`config.mk`:
```
export PLATFORM = sky130hd
export DESIGN_NAME = hazard_stall_controller_flat
export DESIGN_NICKNAME = d
export VERILOG_FILES = /design/src/rtl/hazard_stall_controller_pkg.sv /design/src/rtl/hazard_stall_controller_if.sv /design/src/rtl/hazard_stall_controller_raw_hazard_detect.sv /design/src/rtl/hazard_stall_controller.sv /design/src/flat_wrapper.sv
export SDC_FILE = /design/constraint.sdc
export NUM_CORES = 1
export LEC_CHECK = 0
export ABC_AREA = 0
export BUFFER_PORTS_ARGS = -buffer_cell sky130_fd_sc_hd__buf_2
export CORE_UTILIZATION = 48
export CTS_BUF_LIST = sky130_fd_sc_hd__clkbuf_16
export CTS_CLUSTER_DIAMETER = 150
export DETAILED_ROUTE_END_ITERATION = 7
export GPL_ROUTABILITY_DRIVEN = 0
export PLACE_DENSITY_LB_ADDON = 0.15
export SYNTH_ARGS = -nofsm -noshare
export SYNTH_HDL_FRONTEND = slang
export SYNTH_HIERARCHICAL = 1
export SYNTH_SLANG_ARGS = --single-unit
```
`constraint.sdc`:
```
create_clock -name clk -period 2.9 [get_ports clk]
set_clock_uncertainty 0.05 [all_clocks]
set_input_delay 0.58 -clock clk [delete_from_list [all_inputs] [get_ports clk]]
set_output_delay 0.58 -clock clk [all_outputs]
set_load 0.01 [all_outputs]
```
`src/rtl/hazard_stall_controller_pkg.sv`:
```
// Shared constants for the hazard/stall sequencer.
//   REG_FILE_DEPTH      : width in bits of a register index (16-entry file)
//   DEFAULT_MEM_TIMEOUT : default limit on consecutive memory-wait cycles
//   state_t             : sequencer states
package hazard_stall_controller_pkg;

  localparam int REG_FILE_DEPTH      = 4;
  localparam int DEFAULT_MEM_TIMEOUT = 255;

  typedef enum logic {
    RUN      = 1'b0,
    MEM_WAIT = 1'b1
  } state_t;

endpackage

```
`src/rtl/hazard_stall_controller_if.sv`:
```
// Bundle of pipeline status inputs and stall/flush controls.
//   master : pipeline side, drives ID/EXE/MEM status and SRAM handshake
//   slave  : sequencer side, drives freeze/bubble/flush, timeout and counter
interface hazard_stall_controller_if #(
  parameter int CNT_WIDTH = 16
) ();
  import hazard_stall_controller_pkg::*;

  logic                      id_has_src1;
  logic                      id_has_src2;
  logic [REG_FILE_DEPTH-1:0] id_src1;
  logic [REG_FILE_DEPTH-1:0] id_src2;
  logic                      exe_wb_en;
  logic [REG_FILE_DEPTH-1:0] exe_dst;
  logic                      exe_mem_read;
  logic                      mem_wb_en;
  logic [REG_FILE_DEPTH-1:0] mem_dst;
  logic                      branch_taken;
  logic                      mem_req;
  logic                      sram_ready;

  logic                      freeze_pc;
  logic                      freeze_if_id;
  logic                      bubble_id;
  logic                      flush_if_id;
  logic                      flush_id_ex;
  logic                      freeze_all;
  logic                      mem_timeout;
  logic [CNT_WIDTH-1:0]      stall_cycles;

  modport master (
    output id_has_src1, id_has_src2, id_src1, id_src2,
           exe_wb_en, exe_dst, exe_mem_read, mem_wb_en, mem_dst,
           branch_taken, mem_req, sram_ready,
    input  freeze_pc, freeze_if_id, bubble_id, flush_if_id, flush_id_ex,
           freeze_all, mem_timeout, stall_cycles
  );

  modport slave (
    input  id_has_src1, id_has_src2, id_src1, id_src2,
           exe_wb_en, exe_dst, exe_mem_read, mem_wb_en, mem_dst,
           branch_taken, mem_req, sram_ready,
    output freeze_pc, freeze_if_id, bubble_id, flush_if_id, flush_id_ex,
           freeze_all, mem_timeout, stall_cycles
  );

endinterface

```
`src/rtl/hazard_stall_controller_raw_hazard_detect.sv`:
```
// Combinational RAW hazard between the ID sources and EXE/MEM destinations.
//   FORWARD_EN=1 : only a load in EXE feeding ID is a hazard (load-use)
//   FORWARD_EN=0 : any EXE or MEM writeback feeding ID is a hazard
//   hz           : ID must stall this cycle
module raw_hazard_detect
  import hazard_stall_controller_pkg::*;
#(
  parameter int FORWARD_EN = 1
) (
  input  logic                      id_has_src1,
  input  logic                      id_has_src2,
  input  logic [REG_FILE_DEPTH-1:0] id_src1,
  input  logic [REG_FILE_DEPTH-1:0] id_src2,
  input  logic                      exe_wb_en,
  input  logic [REG_FILE_DEPTH-1:0] exe_dst,
  input  logic                      exe_mem_read,
  input  logic                      mem_wb_en,
  input  logic [REG_FILE_DEPTH-1:0] mem_dst,
  output logic                      hz
);

  logic exe_match;
  logic mem_match;

  assign exe_match = (id_has_src1 && (id_src1 == exe_dst)) ||
                     (id_has_src2 && (id_src2 == exe_dst));
  assign mem_match = (id_has_src1 && (id_src1 == mem_dst)) ||
                     (id_has_src2 && (id_src2 == mem_dst));

  assign hz = (FORWARD_EN != 0) ? (exe_wb_en && exe_mem_read && exe_match)
                                : ((exe_wb_en && exe_match) || (mem_wb_en && mem_match));

endmodule

```
`src/rtl/hazard_stall_controller.sv`:
```
// Pipeline freeze/bubble/flush sequencer with memory-wait timeout and a
// saturating stall-cycle counter.
//   clk, rst : clock, synchronous active-low reset
//   bus      : slave side of hazard_stall_controller_if
module hazard_stall_controller
  import hazard_stall_controller_pkg::*;
#(
  parameter int FORWARD_EN  = 1,
  parameter int MEM_TIMEOUT = DEFAULT_MEM_TIMEOUT,
  parameter int CNT_WIDTH   = 16
) (
  input logic                      clk,
  input logic                      rst,
  hazard_stall_controller_if.slave bus
);

  localparam int WAIT_W = 16;

  state_t               state, state_nxt;
  logic [WAIT_W-1:0]    wait_cnt, wait_cnt_nxt;
  logic [CNT_WIDTH-1:0] stall_cnt;
  logic                 hz;
  logic                 mem_stall;
  logic                 timeout_hit;
  logic                 act;
  logic                 freeze_pc, freeze_if_id, bubble_id;
  logic                 flush_if_id, flush_id_ex, freeze_all, mem_timeout;

  raw_hazard_detect #(.FORWARD_EN(FORWARD_EN)) u_raw_hazard_detect (
    .id_has_src1  (bus.id_has_src1),
    .id_has_src2  (bus.id_has_src2),
    .id_src1      (bus.id_src1),
    .id_src2      (bus.id_src2),
    .exe_wb_en    (bus.exe_wb_en),
    .exe_dst      (bus.exe_dst),
    .exe_mem_read (bus.exe_mem_read),
    .mem_wb_en    (bus.mem_wb_en),
    .mem_dst      (bus.mem_dst),
    .hz           (hz)
  );

  assign mem_stall   = bus.mem_req && !bus.sram_ready;
  assign timeout_hit = (wait_cnt == WAIT_W'(MEM_TIMEOUT));

  always_ff @(posedge clk) begin
    if (!rst) begin
      state    <= RUN;
      wait_cnt <= '0;
    end else begin
      state    <= state_nxt;
      wait_cnt <= wait_cnt_nxt;
    end
  end

  // A completing access wins over the timeout when both land on the same cycle.
  always_comb begin
    state_nxt    = state;
    wait_cnt_nxt = wait_cnt;
    case (state)
      RUN: begin
        if (mem_stall) begin
          state_nxt    = MEM_WAIT;
          wait_cnt_nxt = WAIT_W'(1);
        end
      end
      MEM_WAIT: begin
        if (bus.sram_ready || timeout_hit) begin
          state_nxt    = RUN;
          wait_cnt_nxt = '0;
        end else begin
          wait_cnt_nxt = wait_cnt + WAIT_W'(1);
        end
      end
      default: begin
        state_nxt    = RUN;
        wait_cnt_nxt = '0;
      end
    endcase
  end

  // act: memory is not holding the pipeline, so branch/hazard rules apply.
  always_comb begin
    act          = 1'b0;
    freeze_pc    = 1'b0;
    freeze_if_id = 1'b0;
    bubble_id    = 1'b0;
    flush_if_id  = 1'b0;
    flush_id_ex  = 1'b0;
    freeze_all   = 1'b0;
    mem_timeout  = 1'b0;
    if (rst) begin
      case (state)
        RUN: begin
          if (mem_stall) freeze_all = 1'b1;
          else           act        = 1'b1;
        end
        MEM_WAIT: begin
          if (bus.sram_ready)  act         = 1'b1;
          else if (timeout_hit) mem_timeout = 1'b1;
          else                  freeze_all  = 1'b1;
        end
        default: act = 1'b0;
      endcase
      if (act) begin
        if (bus.branch_taken) begin
          flush_if_id = 1'b1;
          flush_id_ex = 1'b1;
        end else if (hz) begin
          freeze_pc    = 1'b1;
          freeze_if_id = 1'b1;
          bubble_id    = 1'b1;
        end
      end
    end
  end

  always_ff @(posedge clk) begin
    if (!rst) begin
      stall_cnt <= '0;
    end else if ((freeze_all || bubble_id) && !(&stall_cnt)) begin
      stall_cnt <= stall_cnt + CNT_WIDTH'(1);
    end
  end

  assign bus.freeze_pc    = freeze_pc;
  assign bus.freeze_if_id = freeze_if_id;
  assign bus.bubble_id    = bubble_id;
  assign bus.flush_if_id  = flush_if_id;
  assign bus.flush_id_ex  = flush_id_ex;
  assign bus.freeze_all   = freeze_all;
  assign bus.mem_timeout  = mem_timeout;
  assign bus.stall_cycles = stall_cnt;

endmodule

```
`src/flat_wrapper.sv`:
```
// flat-port wrapper written by rule: the top's interface ports become plain ports
module hazard_stall_controller_flat import hazard_stall_controller_pkg::*;
#(
  parameter int FORWARD_EN  = 1,
  parameter int MEM_TIMEOUT = DEFAULT_MEM_TIMEOUT,
  parameter int CNT_WIDTH   = 16
)
  (clk, rst, bus_id_has_src1, bus_id_has_src2, bus_id_src1, bus_id_src2, bus_exe_wb_en, bus_exe_dst, bus_exe_mem_read, bus_mem_wb_en, bus_mem_dst, bus_branch_taken, bus_mem_req, bus_sram_ready, bus_freeze_pc, bus_freeze_if_id, bus_bubble_id, bus_flush_if_id, bus_flush_id_ex, bus_freeze_all, bus_mem_timeout, bus_stall_cycles);
  hazard_stall_controller_if #(.CNT_WIDTH(CNT_WIDTH)) bus_i ();
  input logic clk;
  input logic rst;
  input wire logic [$bits(bus_i.id_has_src1)-1:0] bus_id_has_src1;
  input wire logic [$bits(bus_i.id_has_src2)-1:0] bus_id_has_src2;
  input wire logic [$bits(bus_i.id_src1)-1:0] bus_id_src1;
  input wire logic [$bits(bus_i.id_src2)-1:0] bus_id_src2;
  input wire logic [$bits(bus_i.exe_wb_en)-1:0] bus_exe_wb_en;
  input wire logic [$bits(bus_i.exe_dst)-1:0] bus_exe_dst;
  input wire logic [$bits(bus_i.exe_mem_read)-1:0] bus_exe_mem_read;
  input wire logic [$bits(bus_i.mem_wb_en)-1:0] bus_mem_wb_en;
  input wire logic [$bits(bus_i.mem_dst)-1:0] bus_mem_dst;
  input wire logic [$bits(bus_i.branch_taken)-1:0] bus_branch_taken;
  input wire logic [$bits(bus_i.mem_req)-1:0] bus_mem_req;
  input wire logic [$bits(bus_i.sram_ready)-1:0] bus_sram_ready;
  output wire logic [$bits(bus_i.freeze_pc)-1:0] bus_freeze_pc;
  output wire logic [$bits(bus_i.freeze_if_id)-1:0] bus_freeze_if_id;
  output wire logic [$bits(bus_i.bubble_id)-1:0] bus_bubble_id;
  output wire logic [$bits(bus_i.flush_if_id)-1:0] bus_flush_if_id;
  output wire logic [$bits(bus_i.flush_id_ex)-1:0] bus_flush_id_ex;
  output wire logic [$bits(bus_i.freeze_all)-1:0] bus_freeze_all;
  output wire logic [$bits(bus_i.mem_timeout)-1:0] bus_mem_timeout;
  output wire logic [$bits(bus_i.stall_cycles)-1:0] bus_stall_cycles;
  assign bus_i.id_has_src1 = bus_id_has_src1;
  assign bus_i.id_has_src2 = bus_id_has_src2;
  assign bus_i.id_src1 = bus_id_src1;
  assign bus_i.id_src2 = bus_id_src2;
  assign bus_i.exe_wb_en = bus_exe_wb_en;
  assign bus_i.exe_dst = bus_exe_dst;
  assign bus_i.exe_mem_read = bus_exe_mem_read;
  assign bus_i.mem_wb_en = bus_mem_wb_en;
  assign bus_i.mem_dst = bus_mem_dst;
  assign bus_i.branch_taken = bus_branch_taken;
  assign bus_i.mem_req = bus_mem_req;
  assign bus_i.sram_ready = bus_sram_ready;
  assign bus_freeze_pc = bus_i.freeze_pc;
  assign bus_freeze_if_id = bus_i.freeze_if_id;
  assign bus_bubble_id = bus_i.bubble_id;
  assign bus_flush_if_id = bus_i.flush_if_id;
  assign bus_flush_id_ex = bus_i.flush_id_ex;
  assign bus_freeze_all = bus_i.freeze_all;
  assign bus_mem_timeout = bus_i.mem_timeout;
  assign bus_stall_cycles = bus_i.stall_cycles;
  hazard_stall_controller #(.FORWARD_EN(FORWARD_EN), .MEM_TIMEOUT(MEM_TIMEOUT), .CNT_WIDTH(CNT_WIDTH)) u_core (.clk(clk), .rst(rst), .bus(bus_i));
endmodule
```
# ---- After elaboration in Yosys (flattened, before gate mapping)
# Cells that the tools add are included.
dict set report word_totals {
  romBits 0
  elab_cells 47
  out_inout_bits 23
  in_bits 26
  latchBits 0
  regBits 33
  ram_bits 0
  memories 0
}
dict set report classes {
  shifts 0
  add_sub_neg 2
  n_lt_le_gt_ge 0
  reduce_logical 12
  bitwise 1
  mul 0
  n_div 0
  n_mux 25
  eq_ne 4
}
# operator count
set op_table {}
lappend op_table {{adder 16 x 1 -> 16 bit, second input constant} 2}
lappend op_table {{2-to-1 mux 16 bit} 2}
lappend op_table {{case mux 16 bit (2 select lines)} 1}
lappend op_table {{2-to-1 mux 1 bit} 19}
lappend op_table {{equality test 16 x 8 -> 1 bit, second input constant} 1}
lappend op_table {{AND reduction 16 bit} 1}
lappend op_table {{equality test 4 bit} 2}
lappend op_table {{logical AND 1 bit} 6}
lappend op_table {{case mux 1 bit (2 select lines)} 3}
lappend op_table {{logical OR 1 bit} 3}
lappend op_table {{logical NOT 1 bit} 2}
lappend op_table {{!= test 2 x 1 -> 1 bit, second input constant} 1}
lappend op_table {{inverter 1 bit} 1}

# ---- Depth between registers and ports, before layout
dict set report depth {
  depth_word 10
  mapped_depth 11
  depth_no_buf 9
}

# ---- Hierarchy
# Netlist, hierarchy kept.
# module area_each_um2 cells_each n_inst seq_area_each_um2
set modules_own_cells {}
lappend modules_own_cells {hazard_stall_controller 1888.1 223 1 660.6}
lappend modules_own_cells {raw_hazard_detect 98.8 12 1 0.0}

# ---- Worst setup path after synthesis
# OpenSTA, ideal clock, no wires.
dict set report synth_path {
  path_type {input port to flip-flop}
  startpoint {input bus_exe_dst[0]}
  endpoint {register u_core.stall_cnt[11] (netlist: u_core/bus.stall_cycles[11])}
  t_arrival_ps 2614
  slack_ps 166
  setup_time_ps 70
  t_required_ps 2780
  path_buffers 1
  stages 9
  cell_sequence {xor2_1 > or4_1 > o41ai_1 > nor2b_1 > o211ai_1 > a21o_1 > buf_6 > or4_1 > a21oi_1}
}
dict set report synth_via {
  elab_chain_cells 10
  word_cells_on_any_way 12
  classes_between {eq/ne: 2; mux: 4; reduce/logical: 6}
}
# item line
set synth_lines {}
lappend synth_lines {{from (decl)} flat_wrapper.sv:17} ;# input wire logic [$bits(bus_i.exe_dst)-1:0] bus_exe_dst;
lappend synth_lines {{equality test 4 bit (on tied branches)} {hazard_stall_controller_raw_hazard_detect.sv:25, hazard_stall_controller_raw_hazard_detect.sv:26}}
lappend synth_lines {{logical AND 1 bit (on tied branches)} {hazard_stall_controller_raw_hazard_detect.sv:25, hazard_stall_controller_raw_hazard_detect.sv:26}}
lappend synth_lines {{logical OR 1 bit *} hazard_stall_controller_raw_hazard_detect.sv:25} ;# assign exe_match = (id_has_src1 && (id_src1 == exe_dst)) ||
lappend synth_lines {{logical AND 1 bit *} hazard_stall_controller_raw_hazard_detect.sv:30} ;# assign hz = (FORWARD_EN != 0) ? (exe_wb_en && exe_mem_read && exe_match)
lappend synth_lines {{via u_core.hz} hazard_stall_controller.sv:22} ;# logic hz;
lappend synth_lines {{2-to-1 mux 1 bit *} hazard_stall_controller.sv:108} ;# end else if (hz) begin
lappend synth_lines {{2-to-1 mux 1 bit *} hazard_stall_controller.sv:105} ;# if (bus.branch_taken) begin
lappend synth_lines {{2-to-1 mux 1 bit *} hazard_stall_controller.sv:104} ;# if (act) begin
lappend synth_lines {{2-to-1 mux 1 bit *} hazard_stall_controller.sv:91} ;# if (rst) begin
lappend synth_lines {{logical OR 1 bit *} hazard_stall_controller.sv:120} ;# end else if ((freeze_all || bubble_id) && !(&stall_cnt)) begin
lappend synth_lines {{logical AND 1 bit *} hazard_stall_controller.sv:120}
lappend synth_lines {{to (signal assigned)} hazard_stall_controller.sv:121} ;# stall_cnt <= stall_cnt + CNT_WIDTH'(1);
lappend synth_lines {{to (decl)} hazard_stall_controller.sv:21} ;# logic [CNT_WIDTH-1:0] stall_cnt;
# The timed path passes the listed nets; every way through them passes the cells marked *.
# A chain may end at the register's enable or synchronous reset.

# ---- Worst setup path after layout
dict set report layout_path {
  startpoint {register u_core.wait_cnt[9]}
  endpoint {output bus_mem_timeout}
}
dict set report layout_via {
  elab_chain_cells 5
}
# item line
set layout_lines {}
lappend layout_lines {{from (decl)} hazard_stall_controller.sv:20} ;# logic [WAIT_W-1:0] wait_cnt, wait_cnt_nxt;
lappend layout_lines {{from (signal assigned)} hazard_stall_controller.sv:51} ;# wait_cnt <= wait_cnt_nxt;
lappend layout_lines {{equality test 16 x 8 -> 1 bit} hazard_stall_controller.sv:43} ;# assign timeout_hit = (wait_cnt == WAIT_W'(MEM_TIMEOUT));
lappend layout_lines {{2-to-1 mux 1 bit} hazard_stall_controller.sv:99} ;# else if (timeout_hit) mem_timeout = 1'b1;
lappend layout_lines {{2-to-1 mux 1 bit} hazard_stall_controller.sv:98} ;# if (bus.sram_ready) act = 1'b1;
lappend layout_lines {{2-to-1 mux 1 bit} hazard_stall_controller.sv:92} ;# case (state)
lappend layout_lines {{2-to-1 mux 1 bit} hazard_stall_controller.sv:91}
lappend layout_lines {{to (decl)} flat_wrapper.sv:30} ;# output wire logic [$bits(bus_i.mem_timeout)-1:0] bus_mem_timeout;
# No other way between the ends.

==> flow_metrics.tcl <==
set metrics [dict create \
    finished_layout_cells 332 \
    layout_cells_sized_above_1_pct 23.76 \
    grt_overflow_total 0 \
    gr-usage-all-layers_pct 24.00 \
    clock_network_latency_to_the_later_pin_of_the_worst_skew_pair_ns 0.27 \
    cp.arrival_ns 2.10 \
    design.core.area_um2 4000 \
    max_slew.worst_pin.slew_ns 0.9322 \
    synth-edff-count 0 \
    crit_path_start "u_core/wait_cnt[9]" \
    initial_core_util_pct 49.67 \
    final_hold_viol_count 0 \
    postSynth.topFlopCell "sky130_fd_sc_hd__dfxtp_1" \
    post_synth_inst_count 235 \
    grt_setup_unrepaired "no" \
    area_growth_pct 21.60 \
    final.period_utilization_pct 94.13 \
    layout_commonest_cell "sky130_fd_sc_hd__buf_2" \
    place.detailed.hpwl_um 3188 \
    asyncSetResetFlopFracSynth_pct 0 \
    max_capacitance_violation_count 0 \
    timing.critical_path.fanout_max 10 \
    synthDistinctLibCells 48 \
    timing_worst_setup_path_type "reg2out" \
    required_time_at_the_endpoint_of_the_critical_path_ns 2.27 \
    viasPerCell 5.994 \
    max_slew_violation_count 0 \
    final_period_minus_worst_setup_slack_ns 2.730 \
    drt-total-wl_um 4709 \
    grt_start_max_net_pins 18 \
    syn_area_um2 1987 \
    dieArea_um2 4401 \
    route.detailed.drc 0 \
    path_clk_slew_ns 0.05 \
    htreeDepth 2 \
    die_x_um 66.34 \
    num_antenna_cells 0 \
    drt_iter0_markers 167 \
    p_leak_nw 1.016 \
    ys.warnings.count 6 \
    worstHoldStart "u_core/wait_cnt[15]" \
    grt_pass1_wl_um 8038 \
    min_path_type "reg2reg" \
    regToRegStartpoint "u_core/wait_cnt[9]" \
    syn_nets 263 \
    dpl_worst_slack_ns -0.1573 \
    synth_seq_area_share_pct 33.25 \
    synth-seq-cells 33 \
    p_per_area_nw_per_um2 469.6 \
    dpl.cell_count 324 \
    port-buffer-count 43 \
    pin_count 49 \
    endpoint_kind "output port" \
    root_buffer "sky130_fd_sc_hd__clkbuf_16" \
    nFillCells 364 \
    synth_area_leaders "sky130_fd_sc_hd__dfxtp_1 (33%), sky130_fd_sc_hd__nand2_1 (4.0%), sky130_fd_sc_hd__nand3_1 (3.5%), sky130_fd_sc_hd__and3_1 (3.1%), sky130_fd_sc_hd__a21oi_1 (3.0%)" \
    site_row_count 23 \
    cts_inserted_buffers 5 \
    setup_violations 0 \
    critPathLaunchType "register" \
    layout.nets 309 \
    max_freq_mhz 366.3 \
    cts_max_path_buffers 2 \
    run_status "finished, final reports clean" \
    detailroute.via_count 1990 \
    grt_antenna_before_repair 0 \
    firstDrtPassIters 4 \
    tritoncts "yes" \
    mostFrequentLayoutCells "sky130_fd_sc_hd__buf_2 (43), sky130_fd_sc_hd__dfxtp_1 (33), sky130_fd_sc_hd__nand2_1 (21)" \
    die_height_um 66.34 \
    slew_headroom_pct 37.62 \
    worst_vdd_drop_mv 0.2434 \
    post_drt_wl_per_cell_um 14.18 \
    grt_pass1_vias 1669 \
    setup_ws_ns 0.1701 \
    yosysTopAreaCell "sky130_fd_sc_hd__dfxtp_1" \
    ant_nets 0 \
    tritoncts_num_sinks 33 \
    post-synth-top-area-fraction_pct 33.25 \
    synth_area_per_cell_um2 8.455 \
    finalSetupTns_ns 0 \
]
[flip-flops by register name (all words and copies together) (netlist names)]
name                     cells
u_core/bus.stall_cycles     16
u_core/state                 1
u_core/wait_cnt             16
[final cells by class]
class	count	area (µm²)	area share [%]
flip-flops and latches	33	660.6	27.34
well taps	50	62.56	2.589
inverters	3	11.26	0.4661
multi-input cells	184	1221	50.54
repair buffers	54	297.8	12.33
clock inverters	3	37.54	1.554
clock buffers	5	125.1	5.179
[synthesized netlist by cell type (4+ instances only)]
| cell type | instances |
|---|---|
| sky130_fd_sc_hd__xor2_1 | 6 |
| sky130_fd_sc_hd__o211ai_1 | 7 |
| sky130_fd_sc_hd__nand2b_1 | 6 |
| sky130_fd_sc_hd__nor2b_1 | 4 |
| sky130_fd_sc_hd__or4_1 | 7 |
| sky130_fd_sc_hd__nor4_1 | 4 |
| sky130_fd_sc_hd__a21oi_1 | 12 |
| sky130_fd_sc_hd__dfxtp_1 | 33 |
| sky130_fd_sc_hd__o31ai_1 | 6 |
| sky130_fd_sc_hd__nor3_1 | 7 |
| sky130_fd_sc_hd__a21o_1 | 4 |
| sky130_fd_sc_hd__o211a_1 | 6 |
| sky130_fd_sc_hd__a211oi_1 | 5 |
| sky130_fd_sc_hd__nand3_1 | 14 |
| sky130_fd_sc_hd__nor2_1 | 9 |
| sky130_fd_sc_hd__o41ai_1 | 4 |
| sky130_fd_sc_hd__nand2_1 | 21 |
| sky130_fd_sc_hd__and3_1 | 10 |
| sky130_fd_sc_hd__mux2i_1 | 5 |
| sky130_fd_sc_hd__clkbuf_1 | 6 |
| sky130_fd_sc_hd__nand4_1 | 9 |
| sky130_fd_sc_hd__buf_4 | 4 |
[power by group]
group	leakage (nW)	switching, mW	internal [mW]	total (mW)
Combinational	0.667	0.0471	0.0388	0.0858
Clock	0.0826	0.187	0.399	0.586
Sequential	0.266	0.00566	0.458	0.463
Total	1.02	0.240	0.895	1.13
[stage by stage]
stage	utilization, %	hold slack [ns]	area (µm²)	total power, mW
after floorplan	-	0.4026	1987	0.5215
after global placement	56.24	0.4288	2250	0.5575
after detailed placement	56.24	0.4293	2250	0.5585
after CTS	60.31	0.4439	2412	1.145
after global routing	60.40	0.4673	2416	1.178
final	60.40	0.4462	2416	1.135
[kinds of logic (layout without fill, tap and decap cells)]
| kind of cell | after synthesis | in the layout | synth area share, % |
|---|---|---|---|
| and+or+nand+nor | 105 | 105 | 30.04 |
| xor gates and xnor gates | 8 | 8 | 3.527 |
| AOI/OAI and AO/OA | 64 | 64 | 23.93 |
| muxes | 5 | 5 | 2.519 |
| DFF | 33 | 33 | 33.25 |
| adders and majority gates | 2 | 2 | 1.259 |
| buffers and inverters | 18 | 65 | 5.478 |
[worst max-delay path, stage by stage, from the launching register on]
cell and delay [ns]:
sky130_fd_sc_hd__dfxtp_1 0.34, sky130_fd_sc_hd__or4_4 0.57, sky130_fd_sc_hd__nor4_4 0.55, sky130_fd_sc_hd__and3_1 0.24, sky130_fd_sc_hd__buf_2 0.12
[repair_timing]
action,in CTS,in global routing
hold buffers,0,0
setup endpoints to repair,0,2
gates resized for setup,0,2
setup buffers,0,0
[path summary, 6_finish.rpt]
path / slack (ns) / cells after the start / end
setup / recovery: 0.17 / 4 / bus_mem_timeout
setup reg to reg: 0.44 / 5 / u_core/wait_cnt[10]
hold / removal: 0.45 / 1 / u_core/wait_cnt[15]
hold reg to reg: 0.45 / 1 / u_core/wait_cnt[15]
[routing by layer]
metal / vias to the layer above / wire [µm] / GRT usage, %
met5: - / 0 / 0
met1: 919 / 2288 / 34.52
met2: 61 / 2131 / 35.71
met3: 4 / 247 / 5.690
met4: 0 / 42 / 5.585
li1: 1006 / - / -
(Power assumes the default switching activity.)
